$ cat config.mk
export PLATFORM = sky130hd
export DESIGN_NAME = mips_mc_controller
export DESIGN_NICKNAME = d
export VERILOG_FILES = /design/src/rtl/mips_mc_controller.sv
export SDC_FILE = /design/constraint.sdc
export NUM_CORES = 1
export LEC_CHECK = 0
export CAP_MARGIN = 10
export CORE_ASPECT_RATIO = 0.9
export CORE_UTILIZATION = 44
export DETAILED_ROUTE_END_ITERATION = 8
export PLACE_DENSITY = 0.87
export SLEW_MARGIN = 5
export SYNTH_ARGS = -nofsm -noshare
export SYNTH_HDL_FRONTEND = slang
export SYNTH_SLANG_ARGS = --single-unit
$ cat constraint.sdc
create_clock -name clk -period 2 [get_ports clk]
set_input_delay 0.4 -clock clk [delete_from_list [all_inputs] [get_ports clk]]
set_output_delay 0.4 -clock clk [all_outputs]
set_load 0.02 [all_outputs]
$ cat src/rtl/mips_mc_controller.sv
// mips_mc_controller -- multi-cycle MIPS control path.
//
// A Moore FSM steps each instruction through FETCH/DECODE and an
// instruction-specific tail of execute/memory/write-back states. One memory
// port and one ALU are shared across all phases; the controller drives
// their selects and enables each cycle.
//
// Ports:
//   clk, reset      rising-edge clock, asynchronous active-low reset
//   op, funct       instr[31:26] / instr[5:0] from the instruction register
//   zero            ALU zero flag (branch decision)
//   mem_ready       memory finished the current access this cycle
//   pcen, irwrite, regwrite, memread, memwrite   datapath enables
//   iord, regdst, memtoreg, alusrca, alusrcb, sextend, pcsrc   selects
//   aluop           ALU operation code, zero-extended to ALUOP_W
//   illegal         one-cycle pulse after an unsupported op/funct
//   retired         completed-instruction counter, wraps modulo 2^CNT_W
module mips_mc_controller #(
  parameter int ALUOP_W     = 4,
  parameter bit MEM_WAIT_EN = 1'b1,
  parameter int CNT_W       = 32
) (
  input  logic               clk,
  input  logic               reset,
  input  logic [5:0]         op,
  input  logic [5:0]         funct,
  input  logic               zero,
  input  logic               mem_ready,
  output logic               pcen,
  output logic               iord,
  output logic               memread,
  output logic               memwrite,
  output logic               irwrite,
  output logic               regdst,
  output logic               memtoreg,
  output logic               regwrite,
  output logic               alusrca,
  output logic [1:0]         alusrcb,
  output logic               sextend,
  output logic [1:0]         pcsrc,
  output logic [ALUOP_W-1:0] aluop,
  output logic               illegal,
  output logic [CNT_W-1:0]   retired
);

  typedef enum logic [3:0] {
    FETCH, DECODE, MEMADR, MEMRD, MEMWB, MEMWR,
    RTEXEC, ALUWB, IEXEC, IWB, BRANCH, JUMP
  } state_t;

  localparam logic [3:0] ALU_ADD  = 4'd0,  ALU_SUB  = 4'd1,  ALU_AND = 4'd2,
                         ALU_OR   = 4'd3,  ALU_XOR  = 4'd4,  ALU_NOR = 4'd5,
                         ALU_SLT  = 4'd6,  ALU_SLTU = 4'd7,  ALU_SLL = 4'd8,
                         ALU_SRL  = 4'd9,  ALU_SRA  = 4'd10, ALU_LUI = 4'd11;

  state_t     state, next_state;
  logic       rdy;
  logic [3:0] rt_code;
  logic       rt_legal;
  logic [3:0] imm_code;
  logic       imm_sext;
  logic [3:0] alu_code;

  // With wait-states disabled every memory access completes in one cycle.
  assign rdy = MEM_WAIT_EN ? mem_ready : 1'b1;

  // R-type funct decode; legality is consumed in DECODE, the code in RTEXEC.
  always_comb begin
    rt_legal = 1'b1;
    rt_code  = ALU_ADD;
    case (funct)
      6'h20, 6'h21: rt_code = ALU_ADD;
      6'h22, 6'h23: rt_code = ALU_SUB;
      6'h24:        rt_code = ALU_AND;
      6'h25:        rt_code = ALU_OR;
      6'h26:        rt_code = ALU_XOR;
      6'h27:        rt_code = ALU_NOR;
      6'h2A:        rt_code = ALU_SLT;
      6'h2B:        rt_code = ALU_SLTU;
      6'h00:        rt_code = ALU_SLL;
      6'h02:        rt_code = ALU_SRL;
      6'h03:        rt_code = ALU_SRA;
      default:      rt_legal = 1'b0;
    endcase
  end

  // Immediate-ALU decode: logical ops and lui take a zero-extended imm.
  always_comb begin
    imm_code = ALU_ADD;
    imm_sext = 1'b1;
    case (op)
      6'h0A:   imm_code = ALU_SLT;
      6'h0B:   imm_code = ALU_SLTU;
      6'h0C:   begin imm_code = ALU_AND; imm_sext = 1'b0; end
      6'h0D:   begin imm_code = ALU_OR;  imm_sext = 1'b0; end
      6'h0E:   begin imm_code = ALU_XOR; imm_sext = 1'b0; end
      6'h0F:   begin imm_code = ALU_LUI; imm_sext = 1'b0; end
      default: imm_code = ALU_ADD;
    endcase
  end

  // NOTE: sequential state uses non-blocking assignments so every register
  // samples the pre-edge values, independent of statement order.
  always_ff @(posedge clk or negedge reset) begin
    if (!reset) begin
      state   <= FETCH;
      illegal <= 1'b0;
      retired <= '0;
    end else begin
      state   <= next_state;
      // DECODE is the only state that can fall straight back to FETCH, and
      // only for an unsupported encoding.
      illegal <= (state == DECODE) && (next_state == FETCH);
      if (next_state == FETCH && state != FETCH && state != DECODE)
        retired <= retired + CNT_W'(1);
    end
  end

  always_comb begin
    next_state = state;
    case (state)
      FETCH:  if (rdy) next_state = DECODE;
      DECODE: begin
        case (op)
          6'h23, 6'h2B:                next_state = MEMADR;
          6'h00:                       next_state = rt_legal ? RTEXEC : FETCH;
          6'h04, 6'h05:                next_state = BRANCH;
          6'h08, 6'h09, 6'h0A, 6'h0B,
          6'h0C, 6'h0D, 6'h0E, 6'h0F:  next_state = IEXEC;
          6'h02:                       next_state = JUMP;
          default:                     next_state = FETCH;
        endcase
      end
      MEMADR: next_state = (op == 6'h23) ? MEMRD : MEMWR;
      MEMRD:  if (rdy) next_state = MEMWB;
      MEMWR:  if (rdy) next_state = FETCH;
      RTEXEC: next_state = ALUWB;
      IEXEC:  next_state = IWB;
      MEMWB, ALUWB, IWB, BRANCH, JUMP: next_state = FETCH;
      default: next_state = FETCH;
    endcase
  end

  // NOTE: every output gets its default before the case so no path through
  // this block can leave a value unassigned and infer a latch.
  always_comb begin
    pcen     = 1'b0;
    iord     = 1'b0;
    memread  = 1'b0;
    memwrite = 1'b0;
    irwrite  = 1'b0;
    regdst   = 1'b0;
    memtoreg = 1'b0;
    regwrite = 1'b0;
    alusrca  = 1'b0;
    alusrcb  = 2'd0;
    sextend  = 1'b1;
    pcsrc    = 2'd0;
    alu_code = ALU_ADD;
    case (state)
      FETCH: begin
        memread = 1'b1;
        alusrcb = 2'd1;
        irwrite = rdy;
        pcen    = rdy;
      end
      DECODE: alusrcb = 2'd3;
      MEMADR: begin
        alusrca = 1'b1;
        alusrcb = 2'd2;
      end
      MEMRD: begin
        memread = 1'b1;
        iord    = 1'b1;
      end
      MEMWB: begin
        memtoreg = 1'b1;
        regwrite = 1'b1;
      end
      MEMWR: begin
        iord     = 1'b1;
        memwrite = 1'b1;
      end
      RTEXEC: begin
        alusrca  = 1'b1;
        alu_code = rt_code;
      end
      ALUWB: begin
        regdst   = 1'b1;
        regwrite = 1'b1;
      end
      IEXEC: begin
        alusrca  = 1'b1;
        alusrcb  = 2'd2;
        sextend  = imm_sext;
        alu_code = imm_code;
      end
      IWB: regwrite = 1'b1;
      BRANCH: begin
        alusrca  = 1'b1;
        alu_code = ALU_SUB;
        pcsrc    = 2'd1;
        pcen     = (op == 6'h05) ? ~zero : zero;
      end
      JUMP: begin
        pcsrc = 2'd2;
        pcen  = 1'b1;
      end
      default: ;
    endcase
    // NOTE: the state register is already FETCH during reset, whose Moore
    // outputs request a read; the enables are masked here so nothing is
    // written or fetched until reset is released.
    if (!reset) begin
      pcen     = 1'b0;
      irwrite  = 1'b0;
      regwrite = 1'b0;
      memwrite = 1'b0;
      memread  = 1'b0;
    end
    aluop = ALUOP_W'(alu_code);
  end

endmodule

==> qor.yml <==
synth:
  async_reset_ff_frac: 1.00
  avgSynthCellArea_um2: 9.17
  synth_nets: 279
  yosysUniqueCellTypes: 54
  synth_warnings: 0
  synth_edf_count: 0
  netlist_area_mm2: 0.00240
  synth_cells: 262
  yosys_most_used_dff: "dfrtp_1"
  ys_seq_area_frac: 0.385
  synth-seq-cells: 37
pwr:
  seqPwrFrac: 0.283
  p_per_area_mw_per_mm2: 812
  leakage_nw: 1.67
  swShare: 0.371
  ir_drop_mv: 0.539
  p_int_mw: 1.97
  p_comb_frac: 0.541
  power.switching_mw: 1.16
  pwr-share-clk: 0.176
critical_path:
  reg2reg_to: "retired[30]"
  crit_buf_inv: 2
  max_stage_delay_ns: 0.39
  ff2ff_path_depth: 9
  worst_ep_required_time_ns: 1.60
  cp_slowest_cell: "dfrtp_1"
  rrSetupSlack_ns: -0.14
  crit_end: "aluop[0]"
  critPathCaptureType: "primary output"
  cp_num_cells: 7
  cp-start-kind: "register"
  arrival_ns: 1.85
  startpoint: "state[1]"
  crit_fanout: 3
  r2r_start: "state[1]"
  worstSetupPathType: "register to primary output"
  crit_path_frequent_cell: "buf_4"
  path_cells: "or2_1 > or2_4 > nor2_4 > buf_4 > o21ai_4 > o221ai_2 > buf_4"
  cp_top_family: "simple AND/OR/NAND/NOR gates"
grt:
  grt_pass1_wl_um: 11300
  grt_usage: 0.257
  use_met3: 0.0465
  grt_max_degree: 38
  antenna_found_initial: 0
  met2_usage: 0.442
  grt_pass1_vias: 2410
  grt.busiest_layer: "met2"
  grt-ovfl-total: 0
  met1_usage: 0.319
cells_and_area:
  syn_to_final_growth_pct: 60.2
  seq_area_um2: 926
  final_nets: 408
  n_antenna_cell: 0
  fillCellCount: 347
  drive_above_1_share: 0.357
  multi_input_area_mm2: 0.00150
  finalCoreUtilization: 0.733
place:
  io_buffers: 66
  dp_hpwl_um: 4610
  place.gp.congestion: 0.815
detailed_routing:
  wirelength_um: 7910
  ant_nets: 0
  drt_iter0_markers: 252
  routed_via_density: 5.58
  drc: 0
  dr.pass1.iters: 4
  num_vias: 2561
  wl_per_cell_um: 17.2
floorplan:
  coreArea_mm2: 0.00526
  pin_count: 67
  start_util: 0.457
  die_area_mm2: 0.00576
  die_width_um: 79.9
  die_h_um: 72.1
  core.rowCount: 25
sta:
  worstMarginPinSlew_ns: 0.507
  hold_violations: 0
  fin_skew_ns: 0.00996
  max_slew_margin: 0.660
  max_freq_ghz: 0.445
  setup_slack_ns: -0.248
  fin_crit_ns: 2.25
  period_share: 1.12
  slew_violations: 0
  rsz0062_at_grt: "yes"
  holdWs_ns: 0.217
  finalSetupViolations: 39
min_path:
  hold_path.class: "input port to asynchronous set/reset pin"
clock_network:
  cts_root_buf: "clkbuf_8"
  cts_buffers: 5
  htree_num_levels: 2
  insertion_delay_ns: 0.30
  cts_sinks: 37
  cts_buffer_depth: 2
  ctsHoldBuffers: 0
  cts_tree: "yes"
  path_clk_slew_ns: 0.08
run:
  cap_violations: 0
run_status:
  status: "complete, but fails checks"
  violations: "negative setup slack"
Yosys cell counts, types with 2 or more instances:
cell type / number / share of area
dfrtp_1: 37 / 0.39
xnor2_1: 31 / 0.11
nor2_1: 27 / 0.042
nand2_1: 25 / 0.039
nand4_1: 20 / 0.052
nor3_1: 12 / 0.025
a21oi_1: 11 / 0.023
and3_1: 10 / 0.026
nand2b_1: 9 / 0.023
nand3_1: 8 / 0.017
o21ai_0: 7 / 0.015
buf_6: 4 / 0.019
clkbuf_1: 4 / 0.0062
inv_1: 4 / 0.0062
xor2_1: 4 / 0.015
buf_2: 3 / 0.0062
nor3b_1: 3 / 0.0094
and2_1: 2 / 0.0052
mux2_2: 2 / 0.0094
nor4_1: 2 / 0.0052
or2_1: 2 / 0.0052
or2b_2: 2 / 0.0073
or3_1: 2 / 0.0052
metrics by stage:
stage	TNS (ns)	cells	worst slack (ns)	power (mW)	instance area [µm²]
floorplan	-0.276	262	-0.142	1.60	2430
finish	-3.40	459	-0.248	3.13	3850
CTS	-0.917	450	-0.224	2.82	3700
global placement	-21.33	430	-1.04	2.11	3450
global route	-7.56	459	-0.309	3.26	3850
detailed placement	-22.12	430	-1.08	2.14	3450
power by group through the flow:
stage	logic (mW)	clock network, mW	registers (mW)
6_report	1.69	0.552	0.885
3_5_place_dp	1.25	0	0.890
4_1_cts	1.38	0.561	0.880
3_3_place_gp	1.22	0	0.890
2_1_floorplan	0.645	0	0.951
5_1_grt	1.78	0.589	0.895
cell type report:
| class | count | area share |
|---|---|---|
| multi-input combinational | 209 | 0.390 |
| timing repair buffer | 134 | 0.319 |
| sequential | 37 | 0.240 |
| tap | 67 | 0.0218 |
| clock buffer | 6 | 0.0214 |
| inverter | 4 | 0.00390 |
| clock inverter | 2 | 0.00357 |
registers in the layout, indices dropped and copies added, names as in the netlist:
name     flops
illegal      1
retired     32
state        4
kinds of logic after synthesis:
family,share of synthesized area
and+or+nand+nor,0.341
xor gates and xnor gates,0.128
buffers and inverters,0.0406
DFF,0.385
AOI/OAI and AO/OA,0.0911
muxes,0.00937
adders and majority gates,0.00520
per-layer routing:
| metal | wire length (µm) | share of wire |
|---|---|---|
| met1 | 3170 | 0.40 |
| met2 | 4070 | 0.51 |
| met3 | 405 | 0.051 |
| met4 | 267 | 0.034 |
| met5 | 0 | 0 |
repair_timing:
action | 4_1_cts | 5_1_grt
cloned | 2 | 2
resized for setup | 113 | 33
pin swaps | 15 | 18
setup endpoints to repair | 50 | 47
setup buffers | 10 | 9
worst min-delay path by stage:
stage | slack (ns) | endpoint | cells past startpoint
after floorplan | 0.10 | illegal | 0
after global placement | 0.46 | retired[31] | 1
after detailed placement | 0.48 | retired[28] | 1
after CTS | 0.23 | retired[20] | 2
after global routing | 0.25 | retired[20] | 2
final | 0.22 | retired[18] | 2
cells in the final DEF (no fill, tap or decap), types with 8 or more instances in the layout:
cell,netlist,routed
a21oi_1,11,9
and3_1,10,9
buf_4,1,58
buf_6,4,13
clkdlybuf4s50_1,0,39
dfrtp_1,37,37
nand2_1,25,22
nand2b_1,9,8
nand4_1,20,20
nor2_1,27,22
nor3_1,12,11
xnor2_1,31,30
Note: power is estimated with default switching activity, not from simulation.
